## config.mk

```make
export PLATFORM = sky130hd
export DESIGN_NAME = mclk_monitor
export DESIGN_NICKNAME = d
export VERILOG_FILES = /design/src/rtl/mclk_mon_pkg.sv /design/src/rtl/mclk_sync.sv /design/src/rtl/mclk_monitor.sv
export SDC_FILE = /design/constraint.sdc
export NUM_CORES = 1
export LEC_CHECK = 0
export BUFFER_PORTS_ARGS = -buffer_cell sky130_fd_sc_hd__buf_4
export CORE_ASPECT_RATIO = 1.4
export CORE_MARGIN = 8
export CORE_UTILIZATION = 59
export CTS_CLUSTER_DIAMETER = 60
export DETAILED_ROUTE_END_ITERATION = 6
export HOLD_SLACK_MARGIN = 0.06
export PLACE_DENSITY_LB_ADDON = 0.15
export SYNTH_ARGS = -nofsm -noshare
export SYNTH_HDL_FRONTEND = slang
export SYNTH_SLANG_ARGS = --single-unit
```

## constraint.sdc

```tcl
create_clock -name clk0 -period 3.6 [get_ports clk0]
set_clock_uncertainty 0.1 [all_clocks]
set_input_delay 0.54 -clock clk0 [delete_from_list [all_inputs] [get_ports clk0]]
set_output_delay 0.54 -clock clk0 [all_outputs]
set_load 0.1 [all_outputs]
```

## src/rtl/mclk_mon_pkg.sv

```systemverilog
// Shared definitions for the master-clock health monitor.
//   mon_state_e : qualification FSM encoding (DOWN / QUAL / UP)
//   DTC_* / ETH_* : default window and bound settings for the two instances
package mclk_mon_pkg;

  typedef enum logic [1:0] {
    MON_DOWN = 2'd0,
    MON_QUAL = 2'd1,
    MON_UP   = 2'd2
  } mon_state_e;

  localparam int unsigned DEF_CNT_W    = 16;

  localparam int unsigned DTC_WIN_CYC  = 4096;
  localparam int unsigned DTC_CNT_LO   = 920;
  localparam int unsigned DTC_CNT_HI   = 1128;
  localparam int unsigned DTC_GOOD_WIN = 4;

  localparam int unsigned ETH_WIN_CYC  = 4096;
  localparam int unsigned ETH_CNT_LO   = 920;
  localparam int unsigned ETH_CNT_HI   = 1128;
  localparam int unsigned ETH_GOOD_WIN = 4;

endpackage

```

## src/rtl/mclk_sync.sv

```systemverilog
// N-stage flop synchroniser with asynchronous active-high reset.
//   clk_i : destination clock
//   rst_i : asynchronous reset, clears every stage to 0
//   d_i   : asynchronous input
//   q_o   : all stages, q_o[0] is the first flop, q_o[N-1] the last
module mclk_sync #(
  parameter int unsigned N = 2
) (
  input  logic         clk_i,
  input  logic         rst_i,
  input  logic         d_i,
  output logic [N-1:0] q_o
);

  logic [N-1:0] stage_q;

  always_ff @(posedge clk_i or posedge rst_i) begin
    if (rst_i) begin
      stage_q <= '0;
    end else begin
      stage_q <= {stage_q[N-2:0], d_i};
    end
  end

  assign q_o = stage_q;

endmodule

```

## src/rtl/mclk_monitor.sv

```systemverilog
// Clock-health monitor in the clk0 reference domain. Counts edges of a slow
// toggle from the monitored domain over a fixed window, checks the count
// against bounds and qualifies the clock after GOOD_WIN good windows.
//   clk0       : reference clock
//   rst        : asynchronous active-high reset
//   enable     : monitor enable (clk0 domain)
//   mon_tgl    : asynchronous toggle from the monitored domain
//   mon_locked : asynchronous PLL/DCM lock of the monitored clock
//   clk_ok     : monitored clock qualified
//   meas_cnt   : edge count of the last completed window
//   meas_valid : one-cycle pulse when meas_cnt updates
//   drop_cnt   : saturating count of UP->DOWN transitions
module mclk_monitor
  import mclk_mon_pkg::*;
#(
  parameter int unsigned WIN_CYC  = DTC_WIN_CYC,
  parameter int unsigned CNT_W    = DEF_CNT_W,
  parameter int unsigned CNT_LO   = DTC_CNT_LO,
  parameter int unsigned CNT_HI   = DTC_CNT_HI,
  parameter int unsigned GOOD_WIN = DTC_GOOD_WIN
) (
  input  logic             clk0,
  input  logic             rst,
  input  logic             enable,
  input  logic             mon_tgl,
  input  logic             mon_locked,
  output logic             clk_ok,
  output logic [CNT_W-1:0] meas_cnt,
  output logic             meas_valid,
  output logic [7:0]       drop_cnt
);

  localparam int unsigned WIN_W  = $clog2(WIN_CYC);
  localparam int unsigned GOOD_W = $clog2(GOOD_WIN + 1);

  localparam logic [WIN_W-1:0]  WIN_LAST = WIN_W'(WIN_CYC - 1);
  localparam logic [CNT_W-1:0]  CNT_MAX  = '1;
  localparam logic [GOOD_W-1:0] GOOD_PRE = GOOD_W'(GOOD_WIN - 1);

  logic [2:0] tgl_sync;
  logic [1:0] lock_sync;
  logic       edge_det;
  logic       locked_s;
  logic       unused_sync;

  logic [WIN_W-1:0]  win_cnt_q, win_cnt_d;
  logic [CNT_W-1:0]  edge_cnt_q, edge_cnt_d;
  logic              bad_flag_q, bad_flag_d;
  logic [CNT_W-1:0]  cnt_fin;
  logic              win_end;
  logic              in_range;
  logic              win_good;
  logic [GOOD_W-1:0] good_cnt_q;
  mon_state_e        state_q;

  mclk_sync #(.N(3)) u_sync_tgl (
    .clk_i (clk0),
    .rst_i (rst),
    .d_i   (mon_tgl),
    .q_o   (tgl_sync)
  );

  mclk_sync #(.N(2)) u_sync_lock (
    .clk_i (clk0),
    .rst_i (rst),
    .d_i   (mon_locked),
    .q_o   (lock_sync)
  );

  // Edge = stage2 XOR stage3, so both toggle directions count.
  assign edge_det    = tgl_sync[1] ^ tgl_sync[2];
  assign locked_s    = lock_sync[1];
  assign unused_sync = tgl_sync[0] ^ lock_sync[0];

  // Window bookkeeping and the good/bad verdict for the closing window.
  always_comb begin
    win_end = enable && (win_cnt_q == WIN_LAST);

    // Count including this cycle's edge, saturating at all-ones.
    cnt_fin = edge_cnt_q;
    if (edge_det && (edge_cnt_q != CNT_MAX)) begin
      cnt_fin = edge_cnt_q + CNT_W'(1);
    end

    in_range = (32'(cnt_fin) >= CNT_LO) && (32'(cnt_fin) <= CNT_HI);
    win_good = in_range && (cnt_fin != CNT_MAX) && !bad_flag_q && locked_s;

    win_cnt_d  = '0;
    edge_cnt_d = '0;
    bad_flag_d = 1'b0;
    if (enable && !win_end) begin
      win_cnt_d  = win_cnt_q + WIN_W'(1);
      edge_cnt_d = cnt_fin;
      bad_flag_d = bad_flag_q | !locked_s;
    end
  end

  // Window / measurement registers; meas_cnt holds while disabled.
  always_ff @(posedge clk0 or posedge rst) begin
    if (rst) begin
      win_cnt_q  <= '0;
      edge_cnt_q <= '0;
      bad_flag_q <= 1'b0;
      meas_cnt   <= '0;
      meas_valid <= 1'b0;
    end else begin
      win_cnt_q  <= win_cnt_d;
      edge_cnt_q <= edge_cnt_d;
      bad_flag_q <= bad_flag_d;
      meas_valid <= win_end;
      if (win_end) begin
        meas_cnt <= cnt_fin;
      end
    end
  end

  // Qualification FSM with registered clk_ok and drop counter.
  always_ff @(posedge clk0 or posedge rst) begin
    if (rst) begin
      state_q    <= MON_DOWN;
      good_cnt_q <= '0;
      clk_ok     <= 1'b0;
      drop_cnt   <= '0;
    end else if (!enable) begin
      // Disabling is not a clock failure, so drop_cnt is left alone.
      state_q    <= MON_DOWN;
      good_cnt_q <= '0;
      clk_ok     <= 1'b0;
    end else begin
      case (state_q)
        MON_DOWN: begin
          if (win_end && win_good) begin
            good_cnt_q <= GOOD_W'(1);
            if (GOOD_WIN == 1) begin
              state_q <= MON_UP;
              clk_ok  <= 1'b1;
            end else begin
              state_q <= MON_QUAL;
            end
          end
        end
        MON_QUAL: begin
          if (!locked_s || (win_end && !win_good)) begin
            state_q    <= MON_DOWN;
            good_cnt_q <= '0;
          end else if (win_end) begin
            good_cnt_q <= good_cnt_q + GOOD_W'(1);
            if (good_cnt_q == GOOD_PRE) begin
              state_q <= MON_UP;
              clk_ok  <= 1'b1;
            end
          end
        end
        MON_UP: begin
          if (!locked_s || (win_end && !win_good)) begin
            state_q    <= MON_DOWN;
            good_cnt_q <= '0;
            clk_ok     <= 1'b0;
            if (drop_cnt != 8'hFF) begin
              drop_cnt <= drop_cnt + 8'd1;
            end
          end
        end
        default: begin
          state_q    <= MON_DOWN;
          good_cnt_q <= '0;
          clk_ok     <= 1'b0;
        end
      endcase
    end
  end

endmodule

```

======== Word-level counts from Yosys, hierarchy flattened ========
Cells that the tools add are included.
Widths: inputs -> output; s select.
storage, ports and cells
  register bits ........................... 65
  word-level logic and storage cells ...... 76
  bits of input ports ..................... 5
  output and inout port bits .............. 26
operators by class
  eq/ne operators ......................... 15
  reduce and logical (&&, ||, !) cells .... 19
  bitwise operators ....................... 2
  muxes and demuxes ....................... 23
  $lt $le $gt $ge ......................... 2
  $add $sub $neg .......................... 4
operator list
  cell                   count
  $mux 16                2
  $ne 16x16->1 const B   2
  $add 16x1->16 const B  1
  $ge 16x10->1 const B   1
  $le 16x11->1 const B   1
  $mux 3                 5
  $ne 3x3->1 const B     5
  $add 12x1->12 const B  1
  $eq 12x12->1 const B   1
  $mux 12                1
  $mux 2                 6
  $logic_and 1x1->1      9
  $pmux 3 s3             1
  $add 8x1->8 const B    1
  $ne 4x4->1 const B     2
  $ne 8x8->1 const B     1
  $reduce_and 4->1       2
  $mux 1                 6
  $pmux 2 s3             1
  $reduce_and 5->1       1
  $logic_not 1->1        4
  $add 3x1->3 const B    1
  $eq 3x2->1 const B     1
  $pmux 1 s3             1
  other kinds (8)        8

======== Longest topological paths before layout ========
Gate-level depths: netlist of run 1.
  word-level depth ........................ 14
  gate-level depth with buffers ........... 11
  mapped depth without buffers ............ 9

======== Hierarchy ========
From an unflattened synthesis of run 1, not the netlist that was laid out.
second synthesis, totals
  cell total of the unflattened synthesis .. 334
  area total of the unflattened synthesis .. 3,206.8 µm²
by module, submodules not included
  module                    seq. area each (µm²)  area each (µm²)  cells each  times used
  mclk_monitor              1,501.4               3,074.2          327         1
  mclk_sync at u_sync_tgl   75.1                  78.8             4           1
  mclk_sync at u_sync_lock  50.0                  53.8             3           1

======== Worst setup path before layout of run 1 ========
Ideal clock, no wire load.
  path type ............................... flip-flop to flip-flop
  from .................................... register edge_cnt_q[0]
  to ...................................... register drop_cnt[1]
  period minus slack after synthesis ...... 2.956 ns
  buffers on the path ..................... 0
  library setup time ...................... 0.126 ns
  slack ................................... 0.644 ns
  stages on the path, launching flop included .. 10
  required time ........................... 3.374 ns
  arrival ................................. 2.730 ns
  cell sequence ........................... dfrtp_1 ha_1 nand3_4 or4_4 a31oi_4 nand2b_1 a211o_1 a311oi_2 or2_4 mux2_4
between the ends
  word-level cells in the longest chain between the ends .. 12
  elaborated cells on any way between the ends .. 15
  classes of those cells .................. add/sub: 1; order compare: 2; eq/ne: 2; mux: 1; reduce/logical: 9
RTL lines
  element                                                                line                 RTL
  start: declaration                                                     mclk_monitor.sv:47   logic [CNT_W-1:0] edge_cnt_q, edge_cnt_d;
  start signal: assignment                                               mclk_monitor.sv:108  edge_cnt_q <= edge_cnt_d;
  parallel branches: the longest is 2 deep, another holds $add 16x1->16  -
  $mux 16 *                                                              mclk_monitor.sv:81   if (edge_det && (edge_cnt_q != CNT_MAX)) begin
  $ge 16x10->1 / $le 16x11->1 (equally long branches)                    mclk_monitor.sv:85   in_range = (32'(cnt_fin) >= CNT_LO) && (32'(cnt_fin) <= CNT_HI);
  $logic_and 1x1->1                                                      mclk_monitor.sv:85
  $logic_and 1x1->1 * (3 in series)                                      mclk_monitor.sv:86   win_good = in_range && (cnt_fin != CNT_MAX) && !bad_flag_q && locked_s;
  $logic_not 1->1 *                                                      mclk_monitor.sv:155  if (!locked_s || (win_end && !win_good)) begin
  $logic_and 1x1->1 *                                                    mclk_monitor.sv:155
  $logic_or 1x1->1 *                                                     mclk_monitor.sv:155
  $reduce_and 4->1 (no source line) *                                    -
  end signal: assignment                                                 mclk_monitor.sv:160  drop_cnt <= drop_cnt + 8'd1;
  end: declaration                                                       mclk_monitor.sv:30   output logic [7:0] drop_cnt
Every way passes the cells marked *.
A chain may end at the register's enable or synchronous reset.

======== Worst setup path after layout of run 1 ========
  from .................................... register edge_cnt_q[0]
  to ...................................... register drop_cnt[2]
The elaborated chain is that of the path after synthesis.

==> qor.txt, run 1 <==
Status -> completed
Cell family with most CP delay -> simple AND/OR/NAND/NOR gates
Worst Path Required -> 3720 ps
CTS resizes -> 0
PwrDens -> 390 nW/µm²
Worst vdd ir -> 0.350 mV
Drt total wl -> 7070 µm
Placement Cell Area -> 3670 µm²
Vias/cell -> 5.81
Post-synth top area cell -> dfrtp_1
DRC viols -> 0
Synth area leaders -> dfrtp_1 48%, xor2_1 4.1%, nor2_1 3.8%
H-Tree Depth -> 3
Clock sink total -> 65
Setup_tns -> 0 ps
# port buffers -> 30
Post-synthesis cell type count -> 56
Max-slew violation count -> 0
Vias -> 2570
Max clock buf depth -> 2
Sequential share of the synthesized area -> 47.6%
Share of the synthesized area in the top cell type -> 47.6%
Pre-antenna DRT Iters -> 4
WL met1 -> 2980 µm
P&R area growth vs syn -> 13.8%
#FFs+latches synth -> 65
Die width -> 80.3 µm
Ys Warns -> 0
Routability cong. -> 0.918
Final setup violation count -> 0
Finished Cell Area -> 3890 µm²
Nets@finish -> 377
Met2 WL post-DR -> 3660 µm
Vias in the first global route -> 2509
DR WL/cell -> 16.0 µm
Min Clock Period, post-route -> 3190 ps
Syn nets -> 350
Top_reg_cell synth -> dfrtp_1
Clk pin slew, worst setup/hold paths -> 70 ps
DR top layer -> met4
CTS tree -> done
Count leader, synth -> dfrtp_1
Max Freq -> 313 MHz
Routed wl met3 -> 283 µm
Reg2Reg Setup Slack -> 410 ps
CTS Buf Count -> 9
Diode count -> 0
RSZ-0062 raised after global routing -> false
GR Overflow Total -> 0
Final hold vios -> 0
Final Cycle Share -> 88.7%
Initial Utilization -> 59.5%
Routed Antenna Nets -> 0
Estimated wirelength of the detail-placed design -> 4900 µm
All-Layer GR Usage -> 17.9%
Synth top cells by count -> 65 x dfrtp_1, 35 x nor2_1, 33 x nand2_1
Proportion of layout cells with a drive suffix above 1 -> 19.9%
Crit end category -> register
Final core utilization -> 67.8%
Kind of critical path -> reg -> reg
Rows -> 33
First-pass GRT wire length -> 12000 µm
WP data arrival -> 3310 ps
Die ar. -> 8520 µm²
Crit-path cells -> ha_1 -> nand3_4 -> nor4_4 -> nor3_1 -> xnor2_1 -> o221ai_4 -> a311oi_2 -> buf_4 -> nor3b_1 -> xor2_1
Skew-Pair Late Insertion Delay -> 350 ps
Number of max-cap violations -> 0
Pleak -> 1.83 nW
Critical path's largest stage delay -> 490 ps
Antenna violations before repair -> 0
Post-CTS Setup Inserts -> 0
Pin count of the biggest net entering global routing -> 66
HP Class -> in -> reg
Worst Tran Pin Value -> 808 ps
Worst slew margin -> 46.0%
Cells after Synth -> 340
CP Launch Type -> register
Crit-path max FO -> 11
Core area -> 5740 µm²
Mapped cell area -> 3420 µm²
Clock Tree Root -> clkbuf_8
Post-synth ARST share -> 100%
Slowest CP cell -> nor4_4
Number of synthesized flops with an enable pin -> 0
Die Ht -> 106 µm
Post-CTS Hold Buffers -> 0
Mean Syn Cell Area -> 10.1 µm²
I/O Pins -> 31
Initial DRC count -> 268
Bufs and invs on worst path -> 1
placed cells by master, fill, tap and decap left out, types with 3 or more instances in the layout:
| cell | instances |
|---|---|
| a21o_1 | 3 |
| a21oi_1 | 4 |
| a31oi_1 | 3 |
| a32oi_1 | 3 |
| and2_1 | 5 |
| and3_1 | 13 |
| buf_4 | 34 |
| clkbuf_1 | 3 |
| clkbuf_8 | 11 |
| dfrtp_1 | 65 |
| ha_1 | 5 |
| inv_1 | 10 |
| mux2_4 | 3 |
| mux2i_1 | 3 |
| nand2_1 | 33 |
| nand3_1 | 20 |
| nand4_1 | 6 |
| nor2_1 | 35 |
| nor3_1 | 8 |
| nor3_2 | 5 |
| o21ai_0 | 18 |
| o21ai_1 | 3 |
| o31ai_1 | 5 |
| or4_4 | 3 |
| xnor2_1 | 14 |
| xor2_1 | 16 |
sequential cells by signal, summed over array words and instances (netlist names), 2 cells and up:
| signal | count |
|---|---|
| edge_cnt_q | 16 |
| state_q | 2 |
| meas_cnt | 16 |
| win_cnt_q | 12 |
| good_cnt_q | 3 |
| u_sync_tgl.q_o | 3 |
| drop_cnt | 8 |
| u_sync_lock.q_o | 2 |
where the power goes:
part	switching, mW	internal [mW]	total (mW)	leakage [nW]
logic	0.0467	0.0206	0.0673	0.826
clock network	0.269	0.429	0.698	0.111
registers	0.0122	0.740	0.752	0.891
cell families (layout without fill, tap and decap cells):
| family | count (synthesis) | count (layout) | share of synthesized area, % |
|---|---|---|---|
| xor gates and xnor gates | 31 | 31 | 8.17 |
| muxes | 7 | 7 | 2.53 |
| and+or+nand+nor | 150 | 150 | 24.4 |
| DFF | 65 | 65 | 47.6 |
| adders and majority gates | 5 | 5 | 1.83 |
| buffers and inverters | 29 | 61 | 3.92 |
| AOI/OAI and AO/OA | 53 | 53 | 11.6 |
layer usage:
metal | track usage [%] | vias up
met5 | 0 | -
met4 | 9.14 | 0
met3 | 4.39 | 10
met2 | 28.6 | 58
met1 | 21.8 | 1252
li1 | - | 1250
cell type report:
class | instances | area [µm²]
Clock inverter | 2 | 60.1
Tap cell | 70 | 87.6
Inverter | 11 | 41.3
Timing Repair Buffer | 34 | 255
Sequential cell | 65 | 1630
Fill cell | 468 | 1850
Clock buffer | 14 | 163
Multi-Input combinational cell | 246 | 1660
path summary, 6_finish.rpt:
kind | start | endpoint | depth (start not counted)
max reg2reg | edge_cnt_q[0]$_DFF_PP0_ | drop_cnt[2]$_DFFE_PP0P_ | 10
max | edge_cnt_q[0]$_DFF_PP0_ | drop_cnt[2]$_DFFE_PP0P_ | 10
min | mon_tgl | u_sync_tgl.q_o[0]$_DFF_PP0_ | 1
min in group asynchronous | rst | meas_cnt[4]$_DFFE_PP0P_ | 3
max in group asynchronous | rst | meas_cnt[11]$_DFFE_PP0P_ | 3
min reg2reg | u_sync_tgl.q_o[0]$_DFF_PP0_ | u_sync_tgl.q_o[1]$_DFF_PP0_ | 0
per-stage QoR:
step	std cells	setup WS (ps)	total power [mW]	hold slack [ps]
final	442	405	1.52	198
after global routing	442	210	1.57	183
after CTS	442	406	1.54	178
after detailed placement	426	449	0.834	236
after global placement	426	529	0.832	232
after floorplan	340	644	0.812	231
Power figures use the tool's default switching activity.
==> run 2: changes to the inputs <==
--- a/config.mk
+++ b/config.mk
@@ -5,6 +5,7 @@
 export SDC_FILE = /design/constraint.sdc
 export NUM_CORES = 1
 export LEC_CHECK = 0
+export ABC_AREA = 1
 export BUFFER_PORTS_ARGS = -buffer_cell sky130_fd_sc_hd__buf_4
 export CORE_ASPECT_RATIO = 1.4
 export CORE_MARGIN = 8
==> run 2 against run 1 <==
- global-route usage increased by 0.24 points
- wire length decreased by 2.4%
- combinational power increased to 4.7 times the previous value
- total power increased by 15%
- critical path depth increased by 8
- worst hold slack got worse by 3.0 ps
- flip-flop and latch count unchanged
- first-iteration DRC count decreased by 49%
- count of clock-buffer cells in the layout decreased by 2
- utilization increased by 2.0 points
==> qor.txt, run 2 <==
I/O Pins -> 31
# port buffers -> 30
Mean Syn Cell Area -> 8.08 µm²
CTS resizes -> 0
Final setup violation count -> 0
DR WL/cell -> 13.2 µm
Reg2Reg Setup Slack -> 620 ps
Slowest CP cell -> o21ai_4
Hold WS -> 195 ps
Pre-antenna DRT Iters -> 4
Count leader, synth -> nand2_1
Drt total wl -> 6910 µm
Sequential share of the synthesized area -> 49.0%
Clock Tree Root -> clkbuf_8
Post-synthesis cell type count -> 31
Pleak -> 1.86 nW
Status -> completed
Skew-Pair Late Insertion Delay -> 350 ps
Placement Cell Area -> 3630 µm²
Final hold vios -> 0
Post-CTS Setup Inserts -> 0
Die Ht -> 105 µm
Post-synth top area cell -> dfrtp_1
Pin count of the biggest net entering global routing -> 39
GR Overflow Total -> 0
HP Class -> in -> reg
Crit end category -> register
Initial DRC count -> 138
Worst Path Required -> 3730 ps
Vias/cell -> 5.14
Clock sink total -> 65
First-pass GRT wire length -> 12000 µm
Ys Warns -> 0
Finished Cell Area -> 3830 µm²
Worst vdd ir -> 0.272 mV
Synth area leaders -> dfrtp_1 49%, nand2_1 13%, nor2_1 6.4%
Kind of critical path -> reg -> reg
Die ar. -> 8320 µm²
Largest regs -> edge_cnt_q: 16 flops, meas_cnt: 16 flops, win_cnt_q: 12 flops
Core area -> 5490 µm²
Worst slew margin -> 48.5%
Syn nets -> 421
Final core utilization -> 69.8%
Synth top cells by count -> 117 x nand2_1, 65 x dfrtp_1, 57 x nor2_1
Mapped cell area -> 3320 µm²
Rows -> 32
Max clock buf depth -> 2
Critical path's largest stage delay -> 440 ps
Proportion of layout cells with a drive suffix above 1 -> 15.6%
Vias -> 2681
Worst Tran Pin Value -> 771 ps
CTS Buf Count -> 9
Number of max-cap violations -> 0
RSZ-0062 raised after global routing -> false
Max-slew violation count -> 0
Vias in the first global route -> 2785
Commonest non-fill, non-tap cell in the layout -> nand2_1
Cells after Synth -> 411
Crit-path cells -> ha_1 -> inv_1 -> nor2_4 -> nand2_4 -> o21ai_4 -> nand2_1 -> o21ai_1 -> nand2_1 -> nor2_1 -> nor2_1 -> nor2_1 -> nor2_1 -> nand2_2 -> nand2_4 -> nand2_4 -> nand2_4 -> o21ai_0 -> nand2_1
WP data arrival -> 3110 ps
Initial Utilization -> 60.5%
Max Freq -> 336 MHz
Routability cong. -> 0.920
#FFs+latches synth -> 65
Non-filler cells, final -> 522
Antenna violations before repair -> 0
P&R area growth vs syn -> 15.2%
Nets@finish -> 460
Post-synth ARST share -> 100%
DP Cell Count -> 507
Estimated wirelength of the detail-placed design -> 5110 µm
All-Layer GR Usage -> 18.2%
Routed Antenna Nets -> 0
Die width -> 79.4 µm
Min Clock Period, post-route -> 2980 ps
Top_reg_cell synth -> dfrtp_1
Clk pin slew, worst setup/hold paths -> 70 ps
DRC viols -> 0
Post-CTS Hold Buffers -> 0
Crit-path max FO -> 19
PwrDens -> 456 nW/µm²
Share of the synthesized area in the top cell type -> 49.0%
Final Cycle Share -> 82.7%
CP Launch Type -> register
Most frequent cells in the layout -> 117 x nand2_1, 65 x dfrtp_1, 57 x nor2_1, 44 x inv_1, 34 x buf_4
Diode count -> 0
CTS tree -> done
Setup_tns -> 0 ps
H-Tree Depth -> 3
Number of synthesized flops with an enable pin -> 0
==> run 2: cell count changes in the layout (fill, tap and decap cells not counted), sizes merged, moves of 5 or more <==
cell	delta
and2	-5
and3	-13
inv	+37
nand2	+92
nor2	+26
o21ai	+12
o31ai	-5
xnor2	-8
==> run 2: routing by layer <==
metal,global-route usage (%),share of wire (%)
met5,0,0
met4,10.9,3.5
met3,4.20,3.0
met2,32.2,54
met1,18.7,40
==> run 2: logic make-up after synthesis <==
kind of cell / count (synthesis) / synth area share [%]
AO/OA/AOI/OAI: 40 / 6.97
XOR/XNOR: 20 / 5.50
adder cells (fa/ha/maj): 5 / 1.88
buffers and inverters: 54 / 6.48
flip-flops: 65 / 49.0
AND/OR/NAND/NOR: 227 / 30.2
==> run 2: path summary, 6_finish.rpt <==
check	startpoint	to	depth (start not counted)
setup / recovery	edge_cnt_q[0]$_DFF_PP0_	drop_cnt[5]$_DFFE_PP0P_	18
hold / removal	mon_tgl	u_sync_tgl.q_o[0]$_DFF_PP0_	1
setup reg to reg	edge_cnt_q[0]$_DFF_PP0_	drop_cnt[5]$_DFFE_PP0P_	18
hold reg to reg	u_sync_lock.q_o[0]$_DFF_PP0_	u_sync_lock.q_o[1]$_DFF_PP0_	0
max in group asynchronous	rst	edge_cnt_q[5]$_DFF_PP0_	3
min in group asynchronous	rst	meas_cnt[1]$_DFFE_PP0P_	2
==> run 2: per-stage QoR <==
stage	setup WS, ps	total power, mW
final	623	1.74
after global routing	209	1.82
after CTS	613	1.76
after detailed placement	633	1.13
after global placement	719	1.13
after floorplan	1100	1.06
==> run 2: cell type report <==
type / count / area, µm²
fill: 432 / 1660
inverter: 48 / 185
timing repair buffer: 34 / 255
clock buffer: 12 / 155
multi-input combinational: 292 / 1480
sequential: 65 / 1630
clock inverter: 3 / 40.0
tap: 68 / 85.1
==> run 2: where the power goes <==
part	leakage [nW]	switching (mW)	total, mW	internal (mW)
sequential	0.840	0.0352	0.805	0.770
combinational	0.914	0.233	0.313	0.0802
clock	0.102	0.273	0.625	0.352
==> run 2: worst max-delay path: cells and delay by family (launching register included) <==
family,cells,cell delay [ps]
adders and majority gates,1,230
AOI/OAI and AO/OA,3,820
buffers and inverters,1,80
DFF,1,420
and+or+nand+nor,13,1170
==> run 3: changes to the inputs <==
--- a/config.mk
+++ b/config.mk
@@ -9,7 +9,7 @@
 export BUFFER_PORTS_ARGS = -buffer_cell sky130_fd_sc_hd__buf_4
 export CORE_ASPECT_RATIO = 1.4
 export CORE_MARGIN = 8
-export CORE_UTILIZATION = 59
+export CORE_UTILIZATION = 53
 export CTS_CLUSTER_DIAMETER = 60
 export DETAILED_ROUTE_END_ITERATION = 6
 export HOLD_SLACK_MARGIN = 0.06
==> constraint.sdc (replaced) <==
create_clock -name clk0 -period 2.5 [get_ports clk0]
set_clock_uncertainty 0.1 [all_clocks]
set_input_delay 0.375 -clock clk0 [delete_from_list [all_inputs] [get_ports clk0]]
set_output_delay 0.375 -clock clk0 [all_outputs]
set_load 0.1 [all_outputs]
==> run 3 against run 2 <==
- the flow now finishes with violations (setup timing)
- largest power group unchanged
- critical path type unchanged
- register-to-register slack worse by 690 ps
- cell count is 9.8% higher
- total power is 54% higher
- cell area is 15% higher
- combinational power is 77% higher
- highest routed layer unchanged
- non-clock buffer count is 45 higher
- fmax is 16% higher
==> qor.txt, run 3 (synthesized netlist as in run 2, its figures left out) <==
Kind of critical path -> reg -> reg
Hold depth -> 0
All-Layer GR Usage -> 17.2%
Worst Tran Pin Value -> 691 ps
Failing checks -> setup timing
Nets@finish -> 506
Initial Utilization -> 54.2%
Hold WS -> 252 ps
Pin count of the biggest net entering global routing -> 51
Vias in the first global route -> 2997
Crit end category -> register
CTS tree -> done
WP data arrival -> 2750 ps
Final hold vios -> 0
Placement Cell Area -> 3920 µm²
Number of max-cap violations -> 0
Core area -> 6130 µm²
Hold Path End -> u_sync_tgl.q_o[1]$_DFF_PP0_
Most frequent cells in the layout -> 103 x nand2_1, 69 x buf_4, 65 x dfrtp_1, 51 x nor2_1, 43 x inv_1
Bufs and invs on worst path -> 2
Hold Startpoint -> u_sync_tgl.q_o[0]$_DFF_PP0_
Pre-antenna DRT Iters -> 5
Worst slew margin -> 53.7%
Reg2Reg Depth -> 18
Final Cycle Share -> 103%
CTS Buf Count -> 9
Status -> complete, but fails checks
Drt total wl -> 7880 µm
H-Tree Depth -> 3
Non-filler cells, final -> 573
P&R area growth vs syn -> 32.1%
Fillers -> 469
Die Ht -> 110 µm
Vias -> 2921
RSZ-0062 raised after global routing -> true
HP Class -> reg -> reg
RR Startpoint -> edge_cnt_q[1]$_DFF_PP0_
Most used cell, CP -> nand2_2
PwrDens -> 610 nW/µm²
Skew-Pair Late Insertion Delay -> 340 ps
DR WL/cell -> 13.8 µm
Reg2Reg Setup Slack -> -70 ps
Critical path's largest stage delay -> 360 ps
Max clock buf depth -> 2
Slowest CP cell -> dfrtp_1
Pleak -> 2.11 nW
DP Cell Count -> 546
Estimated wirelength of the detail-placed design -> 5490 µm
Diode count -> 0
Initial DRC count -> 102
I/O Pins -> 31
Max Freq -> 389 MHz
Reg-to-Reg End -> good_cnt_q[0]$_DFFE_PP0P_
Commonest non-fill, non-tap cell in the layout -> nand2_1
GR Overflow Total -> 0
Cell family with most CP delay -> simple AND/OR/NAND/NOR gates
Worst Path Required -> 2680 ps
CP Launch Type -> register
Min Clock Period, post-route -> 2570 ps
Routed Antenna Nets -> 0
Largest regs -> edge_cnt_q: 16 flops, meas_cnt: 16 flops, win_cnt_q: 12 flops
Final setup violation count -> 14
Worst vdd ir -> 0.456 mV
Routability cong. -> 0.939
Crit-path max FO -> 5
Clk pin slew, worst setup/hold paths -> 70 ps
Die width -> 82.9 µm
DRC viols -> 0
Vias/cell -> 5.10
Clock sink total -> 65
Antenna violations before repair -> 0
Final worst slack -> -68.5 ps
Die ar. -> 9090 µm²
# port buffers -> 30
First-pass GRT wire length -> 13000 µm
Crit-path cells -> ha_2 -> inv_2 -> nor2_4 -> nand2_4 -> o21ai_4 -> buf_6 -> nor2_4 -> nand2_2 -> nand2_2 -> nor2_2 -> nand4_1 -> nor2_1 -> nand2_2 -> nand2_4 -> nand2_8 -> o21ai_1 -> nand3_2 -> nand2_1
Finished Cell Area -> 4390 µm²
Proportion of layout cells with a drive suffix above 1 -> 29.3%
Rows -> 34
Max-slew violation count -> 0
Clock Tree Root -> clkbuf_8
==> run 3: changes by cell type in the layout (fill, tap and decap cells not counted), sizes merged <==
cell,change
buf,+42
bufinv,+1
clkbuf,-1
clkinv,-1
clkinvlp,+2
dlygate4sd3,+3
nand2,+1
==> run 3: routing by layer <==
layer,wire length [µm],track usage (%),vias to the layer above
li1,-,-,1462
met3,212,3.41,16
met4,217,7.81,0
met5,0,0,-
met1,3190,18.3,1388
met2,4260,32.4,55
==> run 3: final cells by class <==
class	instances	area, µm²	area share (%)
clock inverter	5	80.1	1.82
sequential	65	1630	37.1
multi-input combinational	293	1630	37.2
tap	72	90.1	2.05
clock buffer	11	131	2.99
inverter	48	190	4.33
timing repair buffer	79	638	14.5
==> run 3: worst max path at each step <==
| stage | start | to | depth (start not counted) |
|---|---|---|---|
| 2_1_floorplan | edge_cnt_q[0]$_DFF_PP0_ | drop_cnt[5]$_DFFE_PP0P_ | 19 |
| 3_3_place_gp | edge_cnt_q[0]$_DFF_PP0_ | drop_cnt[5]$_DFFE_PP0P_ | 18 |
| 3_5_place_dp | win_cnt_q[0]$_DFF_PP0_ | state_q[0]$_DFFE_PP0P_ | 16 |
| 4_1_cts | edge_cnt_q[1]$_DFF_PP0_ | drop_cnt[5]$_DFFE_PP0P_ | 23 |
| 5_1_grt | edge_cnt_q[3]$_DFF_PP0_ | drop_cnt[5]$_DFFE_PP0P_ | 19 |
| 6_report | edge_cnt_q[1]$_DFF_PP0_ | good_cnt_q[0]$_DFFE_PP0P_ | 18 |
==> run 3: per-stage QoR <==
| step | setup TNS (ps) | worst slack (ps) | power (mW) | utilization (%) |
|---|---|---|---|---|
| final | -546 | -68.5 | 2.68 | 71.6 |
| after global routing | -3160 | -262 | 2.79 | 71.6 |
| after CTS | 0 | 3.01 | 2.66 | 68.8 |
| after detailed placement | -213 | -64.0 | 1.69 | 64.1 |
| after global placement | -3.08 | -3.08 | 1.68 | 64.1 |
| after floorplan | 0 | 3.89 | 1.53 | - |
==> run 3: timing repair <==
item / in CTS / in global routing
setup buffers: 1 / 5
gates resized for setup: 13 / 36
gates cloned: 0 / 2
endpoints found under the setup margin: 18 / 30
hold endpoints to repair: 17 / 0
pin swaps: 1 / 16
hold buffers: 3 / 0
==> run 3: power by group <==
part           switching (mW)  internal, mW
sequential             0.0483          1.11
clock                   0.405         0.560
combinational           0.378         0.177
total                   0.831          1.85
